===== src/rtl/ifm_scan_pkg.sv =====
// rtl/ifm_scan_pkg.sv - opcodes, FSM states and scan direction for the IFM scan sequencer
package ifm_scan_pkg;

    localparam logic [7:0] OP_LOAD = 8'h00;
    localparam logic [7:0] OP_SHR  = 8'h01;
    localparam logic [7:0] OP_SHL  = 8'h02;
    localparam logic [7:0] OP_DOWN = 8'hFF;

    typedef enum logic [2:0] {
        ST_IDLE,
        ST_FETCH,
        ST_LAST,
        ST_ISSUE,
        ST_WIN,
        ST_FIN
    } state_e;

    typedef enum logic {
        RIGHT,
        LEFT
    } dir_e;

endpackage


===== src/rtl/ifm_addr_gen.sv =====
// rtl/ifm_addr_gen.sv - IFM pixel address from a band row-base register plus row/column offsets
module ifm_addr_gen #(
    parameter int ADDR_W = 16,
    parameter int DIM_W  = 8
) (
    input  logic              clk,
    input  logic              rst_n,
    input  logic              init,
    input  logic [ADDR_W-1:0] base,
    input  logic [DIM_W-1:0]  w,
    input  logic              row_step,
    input  logic [1:0]        dr,
    input  logic [DIM_W-1:0]  col,
    output logic [ADDR_W-1:0] addr
);

    logic [ADDR_W-1:0] row_base;
    logic [ADDR_W-1:0] stride;
    logic [ADDR_W-1:0] row_off;

    // row_base tracks base + top_row*W; it only ever advances by one stride
    always_ff @(posedge clk or negedge rst_n) begin
        if (!rst_n) begin
            row_base <= '0;
            stride   <= '0;
        end else if (init) begin
            row_base <= base;
            stride   <= ADDR_W'(w);
        end else if (row_step) begin
            row_base <= row_base + stride;
        end
    end

    always_comb begin
        row_off = '0;
        case (dr)
            2'd0: row_off = '0;
            2'd1: row_off = stride;
            2'd2: row_off = stride << 1;
            2'd3: row_off = stride + (stride << 1);
            default: row_off = '0;
        endcase
    end

    assign addr = row_base + row_off + ADDR_W'(col);

endmodule


===== src/rtl/ifm_scan_ctrl.sv =====
// rtl/ifm_scan_ctrl.sv - serpentine 3x3 window scan sequencer feeding the IFM window buffer
module ifm_scan_ctrl #(
    parameter int ADDR_W = 16,
    parameter int DIM_W  = 8
) (
    input  logic              clk,
    input  logic              rst_n,
    input  logic              start,
    input  logic [DIM_W-1:0]  cfg_h,
    input  logic [DIM_W-1:0]  cfg_w,
    input  logic [ADDR_W-1:0] cfg_base,
    output logic              mem_rd_en,
    output logic [ADDR_W-1:0] mem_addr,
    input  logic [7:0]        mem_rd_data,
    output logic              buf_valid,
    output logic [31:0]       buf_word,
    output logic              win_valid,
    input  logic              win_ready,
    output logic [DIM_W-1:0]  win_row,
    output logic [DIM_W-1:0]  win_col,
    output logic              busy,
    output logic              done,
    output logic              err
);
    import ifm_scan_pkg::*;

    state_e           state;
    dir_e             dir_q, nxt_dir;
    logic [1:0]       fk;
    logic [DIM_W-1:0] h_q, w_q;
    logic [7:0]       op_q, p0_q, p1_q, nxt_op;
    // fc_q: column (or first column for DOWN) of the word being fetched; nr/nc: window it completes
    logic [DIM_W-1:0] fc_q, nr_q, nc_q;
    logic [DIM_W-1:0] nxt_fc, nxt_nr, nxt_nc;
    logic             fin_q, nxt_fin, win_done;
    logic             cfg_ok, ag_init, ag_row_step;
    logic [1:0]       ag_dr;
    logic [DIM_W-1:0] ag_col;
    logic [DIM_W:0]   nc_p3, nr_p3;

    assign cfg_ok      = (cfg_h >= DIM_W'(3)) && (cfg_w >= DIM_W'(3));
    assign ag_init     = (state == ST_IDLE) && start && cfg_ok;
    assign ag_row_step = (state == ST_ISSUE) && (op_q == OP_DOWN);
    assign ag_dr       = (op_q == OP_DOWN) ? 2'd3 : fk;
    assign ag_col      = (op_q == OP_DOWN) ? fc_q + DIM_W'(fk) : fc_q;
    assign win_done    = !((op_q == OP_LOAD) && (fc_q != DIM_W'(2)));
    assign nc_p3       = {1'b0, nc_q} + (DIM_W+1)'(3);
    assign nr_p3       = {1'b0, nr_q} + (DIM_W+1)'(3);

    ifm_addr_gen #(
        .ADDR_W (ADDR_W),
        .DIM_W  (DIM_W)
    ) u_addr_gen (
        .clk      (clk),
        .rst_n    (rst_n),
        .init     (ag_init),
        .base     (cfg_base),
        .w        (cfg_w),
        .row_step (ag_row_step),
        .dr       (ag_dr),
        .col      (ag_col),
        .addr     (mem_addr)
    );

    // Plan the word after the one being issued, from the window it completes
    always_comb begin
        nxt_op  = op_q;
        nxt_fc  = fc_q;
        nxt_nr  = nr_q;
        nxt_nc  = nc_q;
        nxt_dir = dir_q;
        nxt_fin = 1'b0;
        if (!win_done) begin
            nxt_fc = fc_q + DIM_W'(1);
        end else if ((dir_q == RIGHT) && (nc_p3 < {1'b0, w_q})) begin
            nxt_op = OP_SHR;
            nxt_fc = nc_q + DIM_W'(3);
            nxt_nc = nc_q + DIM_W'(1);
        end else if ((dir_q == LEFT) && (nc_q != '0)) begin
            nxt_op = OP_SHL;
            nxt_fc = nc_q - DIM_W'(1);
            nxt_nc = nc_q - DIM_W'(1);
        end else if (nr_p3 < {1'b0, h_q}) begin
            nxt_op  = OP_DOWN;
            nxt_fc  = nc_q;
            nxt_nr  = nr_q + DIM_W'(1);
            nxt_dir = (dir_q == RIGHT) ? LEFT : RIGHT;
        end else begin
            nxt_fin = 1'b1;
        end
    end

    always_ff @(posedge clk or negedge rst_n) begin
        if (!rst_n) begin
            state     <= ST_IDLE;
            dir_q     <= RIGHT;
            fk        <= '0;
            h_q       <= '0;
            w_q       <= '0;
            op_q      <= OP_LOAD;
            p0_q      <= '0;
            p1_q      <= '0;
            fc_q      <= '0;
            nr_q      <= '0;
            nc_q      <= '0;
            fin_q     <= 1'b0;
            mem_rd_en <= 1'b0;
            buf_valid <= 1'b0;
            buf_word  <= '0;
            win_valid <= 1'b0;
            win_row   <= '0;
            win_col   <= '0;
            busy      <= 1'b0;
            done      <= 1'b0;
            err       <= 1'b0;
        end else begin
            case (state)
                ST_IDLE: begin
                    done <= 1'b0;
                    err  <= 1'b0;
                    if (start) begin
                        h_q <= cfg_h;
                        w_q <= cfg_w;
                        if (!cfg_ok) begin
                            done <= 1'b1;
                            err  <= 1'b1;
                        end else begin
                            busy      <= 1'b1;
                            op_q      <= OP_LOAD;
                            fc_q      <= '0;
                            nr_q      <= '0;
                            nc_q      <= '0;
                            dir_q     <= RIGHT;
                            fin_q     <= 1'b0;
                            fk        <= '0;
                            mem_rd_en <= 1'b1;
                            state     <= ST_FETCH;
                        end
                    end
                end
                ST_FETCH: begin
                    if (fk == 2'd1) p0_q <= mem_rd_data;
                    if (fk == 2'd2) begin
                        p1_q      <= mem_rd_data;
                        mem_rd_en <= 1'b0;
                        state     <= ST_LAST;
                    end else begin
                        fk <= fk + 2'd1;
                    end
                end
                ST_LAST: begin
                    buf_word  <= {op_q, p0_q, p1_q, mem_rd_data};
                    buf_valid <= 1'b1;
                    state     <= ST_ISSUE;
                end
                ST_ISSUE: begin
                    buf_valid <= 1'b0;
                    op_q      <= nxt_op;
                    fc_q      <= nxt_fc;
                    nr_q      <= nxt_nr;
                    nc_q      <= nxt_nc;
                    dir_q     <= nxt_dir;
                    fin_q     <= nxt_fin;
                    if (win_done) begin
                        win_valid <= 1'b1;
                        win_row   <= nr_q;
                        win_col   <= nc_q;
                        state     <= ST_WIN;
                    end else begin
                        fk        <= '0;
                        mem_rd_en <= 1'b1;
                        state     <= ST_FETCH;
                    end
                end
                ST_WIN: begin
                    if (win_ready) begin
                        win_valid <= 1'b0;
                        if (fin_q) begin
                            done  <= 1'b1;
                            state <= ST_FIN;
                        end else begin
                            fk        <= '0;
                            mem_rd_en <= 1'b1;
                            state     <= ST_FETCH;
                        end
                    end
                end
                ST_FIN: begin
                    done  <= 1'b0;
                    busy  <= 1'b0;
                    state <= ST_IDLE;
                end
                default: state <= ST_IDLE;
            endcase
        end
    end

endmodule


===== config.mk =====
export PLATFORM = sky130hd
export DESIGN_NAME = ifm_scan_ctrl
export DESIGN_NICKNAME = d
export VERILOG_FILES = /design/src/rtl/ifm_scan_pkg.sv /design/src/rtl/ifm_addr_gen.sv /design/src/rtl/ifm_scan_ctrl.sv
export SDC_FILE = /design/constraint.sdc
export NUM_CORES = 1
export LEC_CHECK = 0
export CAP_MARGIN = 0
export CORE_UTILIZATION = 60
export CTS_CLUSTER_SIZE = 12
export DETAILED_ROUTE_END_ITERATION = 10
export GPL_ROUTABILITY_DRIVEN = 0
export PLACE_DENSITY = 0.95
export SYNTH_ARGS = -nofsm -noshare
export SYNTH_HDL_FRONTEND = slang
export SYNTH_SLANG_ARGS = --single-unit

===== constraint.sdc =====
create_clock -name clk -period 14.05 [get_ports clk]
set_input_delay 2.81 -clock clk [delete_from_list [all_inputs] [get_ports clk]]
set_output_delay 2.81 -clock clk [all_outputs]
set_load 0.1 [all_outputs]

Yosys cells after proc, flatten, opt, wreduce, memory -nomap -nowiden:

Cells that the tools add are included.
Widths: inputs -> output; s select.

* register bits after elaboration: 149
* bits of input ports: 44
* output and inout bits: 70
* logic and storage cells: 172

* add/sub/neg operators: 13
* order comparisons: 4
* equality and inequality tests: 27
* multiplexer cells: 70
* bitwise operators: 2
* reductions and logical operators: 33

Operators with widths (number)
* $mux 8: 18
* $pmux 16 s4: 1
* $pmux 8 s2: 4
* $add 16x8->16: 2
* $mux 16: 2
* $add 8x1->8 const B: 3
* $mux 1: 23
* $reduce_and 7->1: 3
* $ne 2x2->1 const B: 10
* $add 8x2->9 const B: 2
* $lt 9x8->1: 2
* $mux 3: 6
* $add 16x16->16: 1
* $ge 8x2->1 const B: 2
* $pmux 3 s5: 1
* $mux 2: 7
* $reduce_and 3->1: 4
* $add 8x9->10: 1
* $pmux 1 s2: 5
* $reduce_and 5->1: 2
* $reduce_bool 2->1: 5
* $add 8x2->8: 1
* $add 8x2->8 const B: 1
* $eq 8x8->1 const B: 1
* other kinds (25): 42

Depth between registers and ports, before layout:

Gate-level depths: netlist of the first run.

* word-level depth: 7
* mapped depth: 18
* depth with buffers taken out: 18

Cells and area by module:

From an unflattened synthesis of the first run, not the netlist that was laid out.

* cell total of the unflattened synthesis: 967
* area, all modules: 8933.6 µm²

By module, submodules not included
* ifm_scan_ctrl: instances 1, cells an instance 655, area an instance 6318.6 µm², sequential area each 2877.8 µm²
* ifm_addr_gen: instances 1, cells an instance 312, area an instance 2615.0 µm², sequential area each 600.6 µm²

Worst setup path before layout of the first run:

OpenSTA, ideal clock, no wires.

* path type: register to output
* start: register u_addr_gen.stride[1]
* end: output mem_addr[15]
* arrival time: 4.900 ns
* slack: 6.340 ns
* stages on the path, launching flop included: 18
* cell sequence: dfrtp_1 ha_1 inv_1 fa_1 inv_1 a21oi_1 o21bai_1 a21o_1 a21o_1 xor2_1 o22ai_1 fa_1 ha_1 or3_1 a41o_1 a21oi_1 nor2_1 xor2_1

* longest elaborated chain between the ends: 4

Ends and longest elaborated chain
* start, declared: RTL line ifm_addr_gen.sv:18 `logic [ADDR_W-1:0] stride;`
* start signal, assigned: RTL line ifm_addr_gen.sv:28 `stride <= ADDR_W'(w);`
* $add 8x9->10: RTL line ifm_addr_gen.sv:40 `2'd3: row_off = stride + (stride << 1);`
* $pmux 16 s4 *: RTL line ifm_addr_gen.sv:36 `case (dr)`
* $add 16x16->16 *: RTL line ifm_addr_gen.sv:45 `assign addr = row_base + row_off + ADDR_W'(col);`
* $add 16x8->16 *: RTL line ifm_addr_gen.sv:45
* end, declared: RTL line ifm_scan_ctrl.sv:13 `output logic [ADDR_W-1:0] mem_addr,`

Mark *: on every way between the ends. The rest lies on a longest branch, timed or not. The select of a mux whose other input is x is not followed.

Worst setup path in the final report of the first run:

* start: register u_addr_gen.stride[1]
* end: output mem_addr[14]

The elaborated chain is that of the path after synthesis.

==> results of run 1 <==
[worst reg2reg max path: cells and delay by family, from the launching register on]
kind | cells | cell delay [ns]
XOR/XNOR | 1 | 0.16
AO/OA/AOI/OAI | 4 | 1.23
buffers and inverters | 1 | 0.14
AND/OR/NAND/NOR | 5 | 1.46
flip-flops | 1 | 0.58
adder cells (fa/ha/maj) | 2 | 0.57
[metrics by stage]
stage | util | instances | setup WS (ns)
after floorplan | - | 910 | 6.340
after global placement | 0.7052 | 1162 | 6.197
after CTS | 0.7509 | 1194 | 5.438
after global routing | 0.7509 | 1194 | 5.174
final | 0.7509 | 1194 | 5.373
after detailed placement | 0.7052 | 1162 | 5.964
[metal layers]
metal / vias up / part of all wire / global-route usage
met1: 3633 / 0.39 / 0.4025
met3: 89 / 0.10 / 0.07574
li1: 3401 / - / -
met5: - / 0 / 0
met2: 459 / 0.48 / 0.5193
met4: 0 / 0.034 / 0.1524
[final timing paths]
kind / from / endpoint / slack, ns / depth (start not counted)
worst max-delay path: u_addr_gen.stride[1] / mem_addr[14] / 5.37 / 18
worst min-delay path: buf_valid / buf_valid / 0.50 / 1
worst max register to register: nc_q[0] / fc_q[4] / 9.80 / 13
worst min register to register: buf_valid / buf_valid / 0.50 / 1
max in group asynchronous: rst_n / mem_rd_en / 10.29 / 2
min in group asynchronous: rst_n / w_q[2] / 2.38 / 1
[layout make-up]
type / instances / area [um2]
inverter: 61 / 229.0
multi-input combinational: 664 / 4800
sequential: 139 / 3478
clock buffer: 20 / 456.7
clock inverter: 12 / 185.2
tap: 180 / 225.2
timing repair buffer: 118 / 1170
fill: 871 / 3498
[cells in the final DEF (no fill, tap or decap), drive strengths merged, types with 4 or more instances in the layout]
master / instances
nand4: 7
a21o: 13
nor2: 61
a211oi: 6
dfrtp: 139
ha: 53
nor2b: 5
o22ai: 7
and2: 6
nor4: 5
bufinv: 4
inv: 63
o31ai: 9
fa: 12
clkinv: 5
nor3b: 4
clkbuf: 20
mux2: 61
a21oi: 51
and3: 9
a31oi: 8
or3: 6
clkdlybuf4s50: 112
nand2: 95
o21ai: 66
a22oi: 8
mux2i: 4
buf: 6
xor2: 17
xnor2: 36
nor3: 20
nand2b: 5
or2: 7
o211ai: 4
o22a: 6
nand3: 21
[kinds of logic (layout without fill, tap and decap cells)]
logic type | count (synthesis) | count (layout) | share of synthesized area
AOI/OAI and AO/OA | 224 | 224 | 0.1719
xor gates and xnor gates | 53 | 53 | 0.05323
adders and majority gates | 65 | 65 | 0.1036
buffers and inverters | 107 | 211 | 0.05108
DFF | 139 | 139 | 0.3989
muxes | 65 | 65 | 0.08336
and+or+nand+nor | 257 | 257 | 0.1380
==> qor.yml, run 1 <==
critPathTopFamily: "compound AO/OA/AOI/OAI gates"
cp_num_buf_inv: 3
syn-instance-count: 910
largest_register_ff_count: 27
timing_hold_violations_final: 0
cts_tree: "built"
synth_commonest_cells: "sky130_fd_sc_hd__dfrtp_1, sky130_fd_sc_hd__nand2_1, sky130_fd_sc_hd__o21ai_0"
synth_edf_count: 0
post_synth_main_area_contributors: "sky130_fd_sc_hd__dfrtp_1, sky130_fd_sc_hd__mux2_2, sky130_fd_sc_hd__ha_1, sky130_fd_sc_hd__nand2_1, sky130_fd_sc_hd__o21ai_0"
min_period_over_period: 0.6176
placementRows: 43
clk_path_buf_depth: 2
cpPeakStageDelay_ns: 1.14
cts_htree_levels: 4
synth.yosys.seq_area_share: 0.3989
mappedNetlistNets: 1019
rsz0062_at_grt: "false"
maxClockFrequency_ghz: 0.1153
synth_unique_cells: 72
via_count_of_the_first_global_routing_pass: 7417
clkSinkCount: 139
synthesis.area_um2: 8721
layout-drive-gt1-share: 0.1174
timing.critical_path.mode_cell: "sky130_fd_sc_hd__a21oi_1"
crit_arrival_ns: 5.87
worst_hold_margin_ns: 0.4950
timing.final.crit_period_ns: 8.677
critPathCaptureType: "primary output"
setup-tns-final_ns: 0
clk_latency_ns: 0.43
first_pass_iters: 9
synthArstFlopShare: 1.000
die_height_um: 122.6
syn_avg_cell_area_um2: 9.583
status: "complete, no violations"
ant_nets: 0
clk_transition_reported_paths_ns: 0.06
routed-via-count: 7582
area_growth_pct: 20.90
global_route_wire_length_before_repair_um: 36910
finalSetupViolCount: 0
timing.final.max_slew_violations: 0
number_of_resized_instances_in_the_post_cts_repair_step: 0
avgRoutedWirePerCell_um: 19.12
grt_remaining_overflow: 0
synthesis.yosys.warnings: 0
detail_route.wirelength_um: 22830
detailedRoute.firstIterationViolations: 683
grt_max_degree: 76
post-synth-top-count-cell: "sky130_fd_sc_hd__dfrtp_1"
registers.top_by_ff_count: "buf_word"
critPathMaxFanout: 5
fin_worst_skew_ns: 0.008177
global_route.usage.total: 0.3198
netlist.top_cell.by_area: "sky130_fd_sc_hd__dfrtp_1"
min-delay-path-class: "flop to flop"
antenna_cells_inserted: 0
place_hpwl_um: 15750
yosys_register_bits: 139
die_area_um2: 15020
drt_drc_violations_left: 0
cts_hold_repair.buffers: 0
largestRegisters: "buf_word (27), u_addr_gen.row_base (16)"
yosys.area.top_type_share: 0.3989
critical_path_required_ns: 11.24
dieWidth_um: 122.6
start_util: 0.6210
cts_root_buf: "sky130_fd_sc_hd__clkbuf_16"
dpl-instance-area_um2: 9902
cts_inserted_buffers: 17
timing_worst_setup_path_type: "flop to primary output"
chain_of_cells_forming_the_critical_path: "ha_1 -> inv_1 -> fa_1 -> inv_1 -> a21oi_1 -> o21bai_1 -> xor2_1 -> a21oi_1 -> o21ai_0 -> fa_1 -> ha_1 -> or2_2 -> a21oi_1 -> o311ai_0 -> a21oi_1 -> nor2_1 -> xor2_1 -> clkdlybuf4s50_1"
yosys_most_used_dff: "sky130_fd_sc_hd__dfrtp_1"
crit_path_top_delay_cell: "sky130_fd_sc_hd__clkdlybuf4s50_1"
maxCapViolations: 0
viasPerCell: 6.350
design.core.area_um2: 14040
startpoint_type: "flop"
num-nets-final: 1110
slew_headroom: 0.2884
postCtsSetupBuffers: 0
num_io_pins: 114
grt_antenna_before_repair: 0
place.port_buffers: 113
worst_pin_slew_ns: 1.066
design_area_final_um2: 10540
Power of run 1 is not shown: default switching activity piles up to over one toggle a cycle in this logic, so the estimate is an artifact.
==> inputs of run 2 (changes only) <==
Settings changed: CORE_UTILIZATION 60 to 56, PLACE_DENSITY 0.95 to 0.9.
Clock period 14.05 ns to 8.6 ns, I/O delays scaled along.
==> qor.yml, run 2 (synthesized netlist as in run 1, its figures left out) <==
cts_tree: "built"
cts_htree_levels: 4  # unchanged
start_util: 0.5737  # -0.04738
first_pass_iters: 6  # -3
die_height_um: 126.8  # +3.5%
timing.final.crit_period_ns: 7.403
area_growth_pct: 20.23
number_of_resized_instances_in_the_post_cts_repair_step: 0  # unchanged
largest_register_ff_count: 27  # unchanged
place.port_buffers: 113  # unchanged
place_hpwl_um: 15650  # -0.67%
min-delay-path-class: "flop to flop"
slew_headroom: 0.3044  # +0.01599
timing_hold_violations_final: 0  # unchanged
layout.cells.most_common_list: "sky130_fd_sc_hd__dfrtp_1, sky130_fd_sc_hd__clkdlybuf4s50_1, sky130_fd_sc_hd__nand2_1, sky130_fd_sc_hd__o21ai_0, sky130_fd_sc_hd__mux2_2"
cts_root_buf: "sky130_fd_sc_hd__clkbuf_16"
final_common_cell: "sky130_fd_sc_hd__dfrtp_1"
grt_remaining_overflow: 0  # unchanged
timing_worst_setup_path_type: "flop to primary output"
startpoint_type: "flop"
dieWidth_um: 126.8  # +3.5%
min_period_over_period: 0.8609
status: "complete, no violations"
critical_path_required_ns: 6.88  # -4.36 ns
cts_inserted_buffers: 17  # unchanged
detail_route.wirelength_um: 22120  # -3.1%
clk_path_buf_depth: 2  # unchanged
ant_nets: 0  # unchanged
clkSinkCount: 139  # unchanged
num-nets-final: 1109  # -0.090%
drt_drc_violations_left: 0  # unchanged
crit_arrival_ns: 5.68  # -0.19 ns
grt_antenna_before_repair: 0  # unchanged
antenna_cells_inserted: 0  # unchanged
largestRegisters: "buf_word (27), u_addr_gen.row_base (16)"
cts_hold_repair.buffers: 0  # unchanged
rsz0062_at_grt: "false"
global_route.usage.total: 0.2900  # -0.02976
die_area_um2: 16080  # +7.0%
num_io_pins: 114  # unchanged
detailedRoute.firstIterationViolations: 718  # +5.1%
via_count_of_the_first_global_routing_pass: 7286  # -1.8%
setup-tns-final_ns: 0  # unchanged
postCtsSetupBuffers: 0  # unchanged
grt_max_degree: 76  # unchanged
avgRoutedWirePerCell_um: 18.42  # -3.7%
routed-via-count: 7384  # -2.6%
maxCapViolations: 0  # unchanged
worst_pin_slew_ns: 1.042  # -0.02395 ns
fin_worst_skew_ns: 0.007712  # -0.0004647 ns
maxClockFrequency_ghz: 0.1351
critPathMaxFanout: 5  # unchanged
clk_latency_ns: 0.43  # about the same
placementRows: 45  # +4.7%
finalSetupViolCount: 0  # unchanged
layout-drive-gt1-share: 0.1175  # about the same
design.core.area_um2: 15200  # +8.3%
fin_util: 0.6897  # -0.06116
clk_transition_reported_paths_ns: 0.06  # about the same
critPathCaptureType: "primary output"
registers.top_by_ff_count: "buf_word"
viasPerCell: 6.148  # -3.2%
global_route_wire_length_before_repair_um: 36270  # -1.7%
timing.final.max_slew_violations: 0  # unchanged
## run 2: cell count changes in the layout (fill, tap and decap cells not counted)
cell,delta
sky130_fd_sc_hd__buf_4,-1
sky130_fd_sc_hd__clkbuf_1,-1
sky130_fd_sc_hd__clkinv_4,-1
sky130_fd_sc_hd__inv_6,+2
sky130_fd_sc_hd__clkbuf_8,-2
sky130_fd_sc_hd__bufinv_16,-3
sky130_fd_sc_hd__clkinv_2,-1
sky130_fd_sc_hd__clkinvlp_4,+3
sky130_fd_sc_hd__inv_8,+3
## run 2: critical path, cell delays in order (launching register included)
cell,delay (ns)
sky130_fd_sc_hd__dfrtp_1,0.44
sky130_fd_sc_hd__ha_1,0.20
sky130_fd_sc_hd__inv_1,0.06
sky130_fd_sc_hd__fa_1,0.41
sky130_fd_sc_hd__xnor2_1,0.24
sky130_fd_sc_hd__a21oi_1,0.10
sky130_fd_sc_hd__o221ai_1,0.32
sky130_fd_sc_hd__fa_1,0.48
sky130_fd_sc_hd__ha_1,0.35
sky130_fd_sc_hd__a21o_1,0.17
sky130_fd_sc_hd__a21oi_1,0.28
sky130_fd_sc_hd__o211ai_1,0.18
sky130_fd_sc_hd__a41o_1,0.23
sky130_fd_sc_hd__a21oi_1,0.31
sky130_fd_sc_hd__nor2_1,0.12
sky130_fd_sc_hd__xor2_1,0.19
sky130_fd_sc_hd__clkdlybuf4s50_1,1.16
## run 2: metal layers
layer	wire, um	up-vias	share of wire	global-route usage
met5	0	-	0	0
met4	693	0	0.031	0.1394
met3	2019	70	0.091	0.07929
met2	10260	363	0.46	0.4563
met1	9147	3539	0.41	0.3728
li1	-	3412	-	-
## run 2: layout make-up
class,count,area (um2)
Clock buffer,17,425.4
Clock inverter,15,155.1
Fill cell,1086,4717
Inverter,61,229.0
Multi-Input combinational cell,664,4800
Sequential cell,139,3478
Tap cell,188,235.2
Timing Repair Buffer,117,1162
## run 2: path summary, 6_finish.rpt
kind / cells past startpoint / slack [ns] / from / endpoint
min in group asynchronous: 1 / 1.33 / rst_n / w_q[7]
worst min-delay path: 1 / 0.50 / p1_q[7] / buf_word[15]
worst min register to register: 1 / 0.50 / p1_q[7] / buf_word[15]
worst max-delay path: 16 / 1.20 / u_addr_gen.stride[1] / mem_addr[15]
max in group asynchronous: 2 / 5.97 / rst_n / nc_q[4]
worst max register to register: 13 / 4.41 / nc_q[0] / fc_q[4]
## run 2: per-stage QoR
| step | worst slack (ns) | cell area, um2 | hold WS [ns] | cells |
|---|---|---|---|---|
| 6_report | 1.197 | 10490 | 0.5036 | 1201 |
| 5_1_grt | 0.8469 | 10490 | 0.5146 | 1201 |
| 4_1_cts | 1.209 | 10490 | 0.5027 | 1201 |
| 3_5_place_dp | 1.692 | 9905 | 0.4878 | 1169 |
| 3_3_place_gp | 1.790 | 9905 | 0.4620 | 1169 |
| 2_1_floorplan | 1.980 | 8721 | 0.4737 | 910 |
Power of run 2 is left out for the same reason.
